## config.mk

```make
export PLATFORM = sky130hd
export DESIGN_NAME = mouse_click_ctl
export DESIGN_NICKNAME = d
export VERILOG_FILES = /design/src/rtl/mouse_pkg.sv /design/src/rtl/axis_div.sv /design/src/rtl/mouse_click_ctl.sv
export SDC_FILE = /design/constraint.sdc
export NUM_CORES = 1
export LEC_CHECK = 0
export CAP_MARGIN = 15
export CORE_MARGIN = 3
export CORE_UTILIZATION = 53
export CTS_CLUSTER_DIAMETER = 200
export DETAILED_ROUTE_END_ITERATION = 8
export PLACE_DENSITY_LB_ADDON = 0.2
export REMOVE_ABC_BUFFERS = 1
export SLEW_MARGIN = 20
export SYNTH_ARGS = -nofsm -noshare
export SYNTH_HDL_FRONTEND = slang
export SYNTH_SLANG_ARGS = --single-unit
```

## constraint.sdc

```tcl
create_clock -name clk -period 3.3 [get_ports clk]
set_input_delay 0.33 -clock clk [delete_from_list [all_inputs] [get_ports clk]]
set_output_delay 0.33 -clock clk [all_outputs]
set_load 0.005 [all_outputs]
```

## src/rtl/mouse_pkg.sv

```systemverilog
// -----------------------------------------------------------------------------
// mouse_pkg
// Shared types and default widths for the mouse click controller.
//   DEF_POS_W : default pixel coordinate width
//   DEF_IDX_W : default cell index / board_size width
//   DEF_FS_W  : default field_size (pixels per cell) width
//   cmd_t     : command encoding driven on cmd_type
//   state_t   : controller sequencing states
// -----------------------------------------------------------------------------
package mouse_pkg;

    localparam int DEF_POS_W = 12;
    localparam int DEF_IDX_W = 5;
    localparam int DEF_FS_W  = 6;

    typedef enum logic [1:0] {
        CMD_NONE  = 2'b00,
        CMD_DIG   = 2'b01,
        CMD_FLAG  = 2'b10,
        CMD_CHORD = 2'b11
    } cmd_t;

    typedef enum logic [1:0] {
        ST_IDLE,
        ST_DIV,
        ST_CHECK,
        ST_ISSUE
    } state_t;

endpackage

```

## src/rtl/axis_div.sv

```systemverilog
// -----------------------------------------------------------------------------
// axis_div
// Repeated-subtraction divider for one board axis: idx = offset / field_size,
// capped at board_size so the iteration count stays bounded.
//   clk, rst     : clock, synchronous active-high reset
//   start        : load offset, clear idx (one cycle before iteration begins)
//   offset       : non-negative pixel offset from the board edge
//   field_size   : cell pitch in pixels
//   board_size   : cells per side
//   done         : quotient final (remainder below pitch, or cap reached)
//   idx          : current quotient
//   out_of_range : idx reached board_size, i.e. offset lies past the board
// -----------------------------------------------------------------------------
module axis_div
    import mouse_pkg::*;
#(
    parameter int POS_W = DEF_POS_W,
    parameter int IDX_W = DEF_IDX_W,
    parameter int FS_W  = DEF_FS_W
) (
    input  logic             clk,
    input  logic             rst,
    input  logic             start,
    input  logic [POS_W-1:0] offset,
    input  logic [FS_W-1:0]  field_size,
    input  logic [IDX_W-1:0] board_size,
    output logic             done,
    output logic [IDX_W-1:0] idx,
    output logic             out_of_range
);

    logic [POS_W-1:0] rem;
    logic [POS_W-1:0] fs_ext;

    assign fs_ext       = POS_W'(field_size);
    // The cap is tested before the remainder so an offset of exactly
    // board_size*field_size is still reported as off-board.
    assign out_of_range = (idx == board_size);
    assign done         = out_of_range || (rem < fs_ext);

    // NOTE: state registers use non-blocking assignments so every flop
    // samples pre-edge values regardless of statement order.
    always_ff @(posedge clk) begin
        if (rst) begin
            rem <= '0;
            idx <= '0;
        end else if (start) begin
            rem <= offset;
            idx <= '0;
        end else if (!done) begin
            rem <= rem - fs_ext;
            idx <= idx + IDX_W'(1);
        end
    end

endmodule

```

## src/rtl/mouse_click_ctl.sv

```systemverilog
// -----------------------------------------------------------------------------
// mouse_click_ctl
// Turns mouse button edges plus cursor position into one board-addressed
// command (DIG / FLAG / CHORD) delivered over a valid/ready handshake.
// Optional feature macro: MOUSE_CHORD_EN (chord detection; off by default).
//   clk, rst               : clock, synchronous active-high reset
//   left, right            : button levels, synchronous to clk
//   mouse_xpos, mouse_ypos : cursor position in pixels
//   board_xpos, board_ypos : board top-left corner in pixels
//   board_size             : cells per side (1..30)
//   field_size             : cell pitch in pixels
//   cmd_valid, cmd_ready   : command handshake
//   cmd_type               : DIG=01, FLAG=10, CHORD=11
//   cmd_col, cmd_row       : target cell
//   miss                   : one-cycle pulse, press discarded
//   busy                   : controller not idle
// -----------------------------------------------------------------------------
module mouse_click_ctl
    import mouse_pkg::*;
#(
    parameter int POS_W = DEF_POS_W,
    parameter int IDX_W = DEF_IDX_W,
    parameter int FS_W  = DEF_FS_W
) (
    input  logic             clk,
    input  logic             rst,
    input  logic             left,
    input  logic             right,
    input  logic [POS_W-1:0] mouse_xpos,
    input  logic [POS_W-1:0] mouse_ypos,
    input  logic [POS_W-1:0] board_xpos,
    input  logic [POS_W-1:0] board_ypos,
    input  logic [IDX_W-1:0] board_size,
    input  logic [FS_W-1:0]  field_size,
    output logic             cmd_valid,
    input  logic             cmd_ready,
    output logic [1:0]       cmd_type,
    output logic [IDX_W-1:0] cmd_col,
    output logic [IDX_W-1:0] cmd_row,
    output logic             miss,
    output logic             busy
);

    state_t           state, state_next;
    cmd_t             type_q, type_next, cmd_type_q;
    logic             left_q, right_q;
    logic             left_rise, right_rise;
    logic [POS_W:0]   off_x, off_y;
    logic             off_neg;
    logic             start, miss_next, load_cmd;
    logic             x_done, y_done, x_oor, y_oor;
    logic [IDX_W-1:0] x_idx, y_idx;

    assign left_rise  = left  & ~left_q;
    assign right_rise = right & ~right_q;

    // One extra bit keeps the sign so a cursor left of / above the board
    // is caught before dividing.
    assign off_x   = {1'b0, mouse_xpos} - {1'b0, board_xpos};
    assign off_y   = {1'b0, mouse_ypos} - {1'b0, board_ypos};
    assign off_neg = off_x[POS_W] | off_y[POS_W];

    // NOTE: every combinational output gets a default before any branch,
    // otherwise an unassigned path infers a latch.
    always_comb begin
        type_next = CMD_FLAG;
`ifdef MOUSE_CHORD_EN
        // Covers both simultaneous rises and a rise while the other is held.
        if ((left_rise && right) || (right_rise && left)) begin
            type_next = CMD_CHORD;
        end else if (left_rise) begin
            type_next = CMD_DIG;
        end
`else
        if (left_rise) begin
            type_next = CMD_DIG;
        end
`endif
    end

    always_comb begin
        state_next = state;
        start      = 1'b0;
        miss_next  = 1'b0;
        load_cmd   = 1'b0;
        case (state)
            ST_IDLE: begin
                if (left_rise || right_rise) begin
                    if (off_neg || (field_size == '0)) begin
                        miss_next = 1'b1;
                    end else begin
                        start      = 1'b1;
                        state_next = ST_DIV;
                    end
                end
            end
            ST_DIV: begin
                if (x_done && y_done) begin
                    state_next = ST_CHECK;
                end
            end
            ST_CHECK: begin
                if (x_oor || y_oor) begin
                    miss_next  = 1'b1;
                    state_next = ST_IDLE;
                end else begin
                    load_cmd   = 1'b1;
                    state_next = ST_ISSUE;
                end
            end
            ST_ISSUE: begin
                if (cmd_ready) begin
                    state_next = ST_IDLE;
                end
            end
            default: state_next = ST_IDLE;
        endcase
    end

    // Button history updates every cycle, busy or not, so a held button
    // never produces a late rise once the controller frees up.
    always_ff @(posedge clk) begin
        if (rst) begin
            state      <= ST_IDLE;
            left_q     <= 1'b0;
            right_q    <= 1'b0;
            miss       <= 1'b0;
            type_q     <= CMD_NONE;
            cmd_type_q <= CMD_NONE;
            cmd_col    <= '0;
            cmd_row    <= '0;
        end else begin
            state   <= state_next;
            left_q  <= left;
            right_q <= right;
            miss    <= miss_next;
            if (start) begin
                type_q <= type_next;
            end
            if (load_cmd) begin
                cmd_type_q <= type_q;
                cmd_col    <= x_idx;
                cmd_row    <= y_idx;
            end
        end
    end

    assign cmd_valid = (state == ST_ISSUE);
    assign busy      = (state != ST_IDLE);
    assign cmd_type  = cmd_type_q;

    axis_div #(.POS_W(POS_W), .IDX_W(IDX_W), .FS_W(FS_W)) u_div_x (
        .clk          (clk),
        .rst          (rst),
        .start        (start),
        .offset       (off_x[POS_W-1:0]),
        .field_size   (field_size),
        .board_size   (board_size),
        .done         (x_done),
        .idx          (x_idx),
        .out_of_range (x_oor)
    );

    axis_div #(.POS_W(POS_W), .IDX_W(IDX_W), .FS_W(FS_W)) u_div_y (
        .clk          (clk),
        .rst          (rst),
        .start        (start),
        .offset       (off_y[POS_W-1:0]),
        .field_size   (field_size),
        .board_size   (board_size),
        .done         (y_done),
        .idx          (y_idx),
        .out_of_range (y_oor)
    );

endmodule

```

Yosys cells after proc, flatten, opt, wreduce, memory -nomap -nowiden
Index checks and enable logic that the tools add are counted.

operators by class
  eq/ne operators = 11
  reduce and logical (&&, ||, !) cells = 11
  bitwise operators = 5
  magnitude comparators = 2
  $add $sub $neg = 6
  multiplexer cells = 20

operator list
  operator             count
  $mux 12              4
  $sub 12x12->13       2
  $lt 12x6->1          2
  $sub 12x6->12        2
  $mux 2               6
  $add 5x1->5 const B  2
  $eq 5x5->1           2
  $ne 2x2->1 const B   5
  $mux 1               8
  $pmux 2 s4           1
  $logic_not 6->1      1
  $logic_or 1x1->1     5
  $eq 2x2->1 const B   2
  $reduce_and 4->1     1
  $and 1x1->1          2
  $eq 2x1->1 const B   1
  $logic_not 2->1      1
  $ne 2x1->1 const B   1
  $not 1->1            2
  $pmux 1 s2           1
  $reduce_bool 2->1    1
  $reduce_or 2->1      1
  $logic_and 1x1->1    1
  $or 1x1->1           1

storage, ports and cells
  word-level logic and storage cells = 67
  input bits = 64
  register bits = 53
  output and inout port bits = 15

Logic depth before layout (Yosys ltp)
Gate-level depths: netlist (run 1).

  word-level depth = 7
  gate-level depth with buffers = 11
  mapped depth without buffers = 10

Hierarchy
Synthesis (run 1) repeated with hierarchy kept, for this count alone.

unflattened totals
  cell total of the unflattened synthesis = 558
  area total of the unflattened synthesis = 4,367.9 sq um

modules (own cells, without submodules)
  module           cells an instance  area each (sq um)  times used  sequential area each (sq um)
  axis_div         146                1,212.4            2           340.3
  mouse_click_ctl  266                1,943.1            1           380.4

Worst setup path after synthesis (run 1)
Ideal clock, no wire load.

  path type = input to register
  from = in mouse_xpos[0]
  to = reg u_div_x.idx[0]
  setup time = 124 ps
  required time = 3,176 ps
  setup slack = 695 ps
  buffers on the path = 1
  stages on the path = 11
  data arrival time = 2,481 ps
  path through = inv_1 ha_1 fa_1 nand2b_1 a211oi_1 o21ai_0 a221oi_1 nand2_1 clkbuf_1 nand2_1 nor2_1

between the ends
  word-level cells in the longest chain between the ends = 7

ends and longest elaborated chain
  element                           RTL line               RTL
  start: declaration                mouse_click_ctl.sv:29  input logic [POS_W-1:0] mouse_xpos,
  $sub 12x12->13                    mouse_click_ctl.sv:59  assign off_x = {1'b0, mouse_xpos} - {1'b0, board_xpos};
  $or 1x1->1                        mouse_click_ctl.sv:61  assign off_neg = off_x[POS_W] | off_y[POS_W];
  $logic_or 1x1->1                  mouse_click_ctl.sv:89  if (off_neg || (field_size == '0)) begin
  $mux 1                            mouse_click_ctl.sv:89
  $mux 1                            mouse_click_ctl.sv:88  if (left_rise || right_rise) begin
  $mux 1                            mouse_click_ctl.sv:86  case (state)
  $reduce_or 2->1 (no source line)  -
  end signal: assignment            axis_div.sv:52         idx <= idx + IDX_W'(1);
  end: declaration                  axis_div.sv:28         output logic [IDX_W-1:0] idx,

No other way between the ends.
A chain may end at the register's enable or synchronous reset.

Worst setup path after layout (run 1)
  from = in mouse_xpos[0]
  to = reg u_div_y.idx[2]

between the ends
  word-level cells in the longest chain between the ends = 7

ends and longest elaborated chain
  element                           RTL line
  $sub 12x12->13                    mouse_click_ctl.sv:59
  $or 1x1->1                        mouse_click_ctl.sv:61
  $logic_or 1x1->1                  mouse_click_ctl.sv:89
  $mux 1                            mouse_click_ctl.sv:89
  $mux 1                            mouse_click_ctl.sv:88
  $mux 1                            mouse_click_ctl.sv:86
  $reduce_or 2->1 (no source line)  -
  end signal: assignment            axis_div.sv:52
  end: declaration                  axis_div.sv:28

No other way between the ends.

==> metrics.md, run 1 <==
| Metric | Value |
|---|---|
| Storage element area | `1060 µm²` |
| Hold worst-path end | `cmd_row[1]` |
| Post-synthesis sequential area ratio | `25.5%` |
| RSZ-0062 raised after global routing | `false` |
| CTS tree | `yes` |
| Reg2reg end | `state[0]` |
| Pin count of the biggest net entering global routing | `38` |
| Layout cells sized above 1 | `5.35%` |
| Placer Congestion | `0.814` |
| Lkg Pwr | `0.00240 µW` |
| Drt total wl | `9.25 mm` |
| CP Class | `input pin to flop` |
| Synth cell types | `52` |
| Mapped Avg Cell Area | `8.07 µm²` |
| Sw power | `1260 µW` |
| PwrDens | `623 nW/µm²` |
| Post-DRT Antenna Nets | `0` |
| CP startpoint | `mouse_xpos[0]` |
| Congestion Overflow GR | `0` |
| Maxcap violations | `0` |
| Setup Buffers After CTS | `0` |
| Area growth from synthesis to layout | `24.6%` |
| Clock transition at the registers of the reported paths | `0.09 ns` |
| Switch share | `39.0%` |
| R2R Setup Slk | `0.74 ns` |
| H-tree depth | `2` |
| Max Root-Sink Buffers | `2` |
| FF-to-FF Start | `u_div_y.rem[0]` |
| Gates resized, CTS repair | `0` |
| Fin Clk Skew | `0.00431 ns` |
| Xor/xnor share of the synthesized area | `7.99%` |
| Vias | `3794` |
| Final Hold Viols | `0` |
| Compound-cell area share of the yosys netlist | `19.1%` |
| Crit path launch type | `input pin` |
| CTS Buf Count | `5` |
| Reg power frac | `29.4%` |
| Core area | `7450 µm²` |
| Initial Util | `55.9%` |
| DP HPWL | `7.46 mm` |
| Cts hold-fix bufs | `0` |
| Fmax achieved | `342 MHz` |
| Post-Synth Adder-Cell Area | `13.3%` |
| Clk pwr share | `13.0%` |
| First-iteration detailed-routing DRC count | `157` |
| Router iterations before antenna repair | `4` |
| Port bufs | `78` |
| Post-Layout Inst Area | `5190 µm²` |
| Die W | `94.7 µm` |
| Hold Path Cell Cnt | `2` |
| Synth warn | `0` |
| Ys async rst share | `0%` |
| Die ar. | `8960 µm²` |
| Top post-synthesis cells by area | `dfxtp_1, ha_1, nor2_1, mux2i_1, xnor2_1` |
| Vias per cell | `5.44` |
| Die height | `94.7 µm` |
| Internal power | `1970 µW` |
| Setup-failing EPs final | `0` |
| Setup_tns | `0 ns` |
| Clock latency on the worst-skew pair | `0.30 ns` |
| N_diodes | `0` |
| Fillers | `608` |
| Crit path capture type | `flop` |
| Yosys reg bits | `53` |
| Slew headroom | `57.2%` |
| Ys flop type | `dfxtp_1` |
| Number of cells on the worst reg-to-reg path | `11` |
| Combinational fraction of design power | `57.6%` |
| Final hold slack | `0.503 ns` |
| Post-synth EDFFs | `0` |
| Tot GR Track Use | `21.4%` |
| Post-Syn Instances | `516` |
| Wire length per cell | `13.3 µm` |
| # rows | `31` |
| Worst-margin pin slew | `0.638 ns` |
| Combinational family with the most area after synthesis | `simple AND/OR/NAND/NOR gates` |
| Syn Std Cell Area | `4170 µm²` |
| CP arrival | `3.11 ns` |
| Synth area leader | `dfxtp_1` |
| Hold Crit Class | `flop to flop` |
| Root Buffer | `clkbuf_8` |
| Clk sinks | `53` |
| Finished Core Util | `69.7%` |
| Area of the multi-input gates | `2880 µm²` |
| Final Cycle Share | `88.6%` |
| CP max FO | `15` |
| Minimum clock period | `2.92 ns` |
| Nets | `704` |
| Maximum vdd drop | `0.267 mV` |
| Worst hold start | `cmd_row[1]` |
| # DRC | `0` |
| Mux cell area share after synthesis | `7.84%` |
| Top-Level Pins | `79` |
| DP Area | `5090 µm²` |
| Initial antenna violation count | `0` |
| Max-slew violation count | `0` |
| CP Data Required Time | `3.49 ns` |
| Vias in the first global route | `3570` |
| Global-route wire length before repair | `15.6 mm` |
| Yosys top cell area share | `25.5%` |
| Post-Synth Simple-Gate Area | `20.9%` |
| Run status | `completed` |
[cell usage after synthesis (all sizes together), types with 8 or more instances]
cell / instances
nor2: 74
dfxtp: 53
inv: 44
ha: 38
a21oi: 35
mux2i: 27
nand2: 27
xnor2: 23
a211oi: 17
xor2: 15
nand2b: 14
nor2b: 12
nor3: 12
o21ai: 12
clkbuf: 11
nand3: 10
a21o: 8
nand4: 8
o21a: 8
[sequential cells by signal (all words and copies together), names as in the netlist]
name	count
u_div_y.idx	5
cmd_type	2
miss	1
cmd_row	5
u_div_x.rem	12
u_div_x.idx	5
cmd_col	5
type_q	2
u_div_y.rem	12
right_q	1
left_q	1
state	2
[power by group through the flow]
stage                     Sequential [µW]  Combinational, µW  Clock, µW
after global routing                  971               2080        455
after detailed placement              961               1830          0
after floorplan                       921               1400          0
final                                 950               1860        422
after global placement                953               1770          0
after CTS                             947               1860        429
[per-stage QoR]
stage | instances | power [µW] | setup slack (ns)
floorplan | 503 | 2330 | -0.415
global placement | 690 | 2730 | 0.193
detailed placement | 690 | 2800 | 0.0938
CTS | 697 | 3230 | 0.412
global route | 697 | 3510 | 0.108
finish | 697 | 3230 | 0.375
[worst max path at each step]
stage	to	slack, ns	depth (start not counted)
6_report	u_div_y.idx[2]	0.38	12
5_1_grt	u_div_y.idx[1]	0.11	12
4_1_cts	u_div_y.idx[2]	0.41	12
3_5_place_dp	u_div_y.idx[2]	0.09	12
3_3_place_gp	u_div_y.idx[4]	0.19	12
2_1_floorplan	u_div_x.idx[0]	-0.41	10
[layout make-up]
type	instances	area share, %
clock buffer	5	1.33
clock inverter	2	0.675
inverter	44	3.18
multi-input combinational	406	55.5
sequential	53	20.4
tap	99	2.39
timing repair buffer	88	16.5
[placed cells by master, fill, tap and decap left out, drive strengths merged, types with 10 or more instances in the layout]
| cell | Yosys | layout |
|---|---|---|
| nand2b | 14 | 14 |
| nand3 | 10 | 10 |
| nor3 | 12 | 12 |
| mux2i | 27 | 27 |
| ha | 38 | 38 |
| dfxtp | 53 | 53 |
| nor2 | 74 | 74 |
| nor2b | 12 | 12 |
| a211oi | 17 | 17 |
| clkdlybuf4s50 | 0 | 78 |
| a21oi | 35 | 35 |
| buf | 2 | 10 |
| inv | 44 | 44 |
| nand2 | 27 | 27 |
| xnor2 | 23 | 23 |
| o21ai | 12 | 12 |
| xor2 | 15 | 15 |
[cells by family (layout without fill, tap and decap cells)]
| group | count (synthesis) | after routing |
|---|---|---|
| mux | 32 | 32 |
| flops | 53 | 53 |
| fa+ha+maj | 42 | 42 |
| compound gates | 114 | 114 |
| xor+xnor | 38 | 38 |
| buf+inv | 57 | 139 |
| simple gates | 180 | 180 |
[worst max-delay path, cell delays in order]
cell	delay, ns
clkdlybuf4s50_1	0.46
inv_1	0.04
ha_1	0.21
fa_1	0.38
nand2b_1	0.19
a211oi_1	0.28
o21ai_0	0.14
a221oi_1	0.38
nand2_1	0.12
buf_4	0.21
nand2_1	0.28
nor2_1	0.09
[per-layer routing]
metal / global-route usage [%] / wire length (µm) / vias to the layer above
li1: - / - / 1973
met1: 27.4 / 4290 / 1711
met2: 37.2 / 4350 / 98
met3: 3.11 / 467 / 12
met4: 5.77 / 136 / 0
met5: 0 / 0 / -
No activity file was read; power rests on OpenSTA's default activity.
==> run 2: changes to the inputs <==
--- a/config.mk
+++ b/config.mk
@@ -8,7 +8,7 @@
 export CAP_MARGIN = 15
 export CORE_MARGIN = 3
 export CORE_UTILIZATION = 53
-export CTS_CLUSTER_DIAMETER = 200
+export CTS_CLUSTER_DIAMETER = 80
 export DETAILED_ROUTE_END_ITERATION = 8
 export PLACE_DENSITY_LB_ADDON = 0.2
 export REMOVE_ABC_BUFFERS = 1
==> results of run 2 <==
No change in the layout: final DEF, timing and power equal those of run 1.
==> run 3: changes to the inputs <==
--- a/config.mk
+++ b/config.mk
@@ -10,6 +10,7 @@
 export CORE_UTILIZATION = 53
 export CTS_CLUSTER_DIAMETER = 80
 export DETAILED_ROUTE_END_ITERATION = 8
+export GPL_ROUTABILITY_DRIVEN = 0
 export PLACE_DENSITY_LB_ADDON = 0.2
 export REMOVE_ABC_BUFFERS = 1
 export SLEW_MARGIN = 20
==> results of run 3 <==
No change in the layout: final DEF, timing and power equal those of run 1.
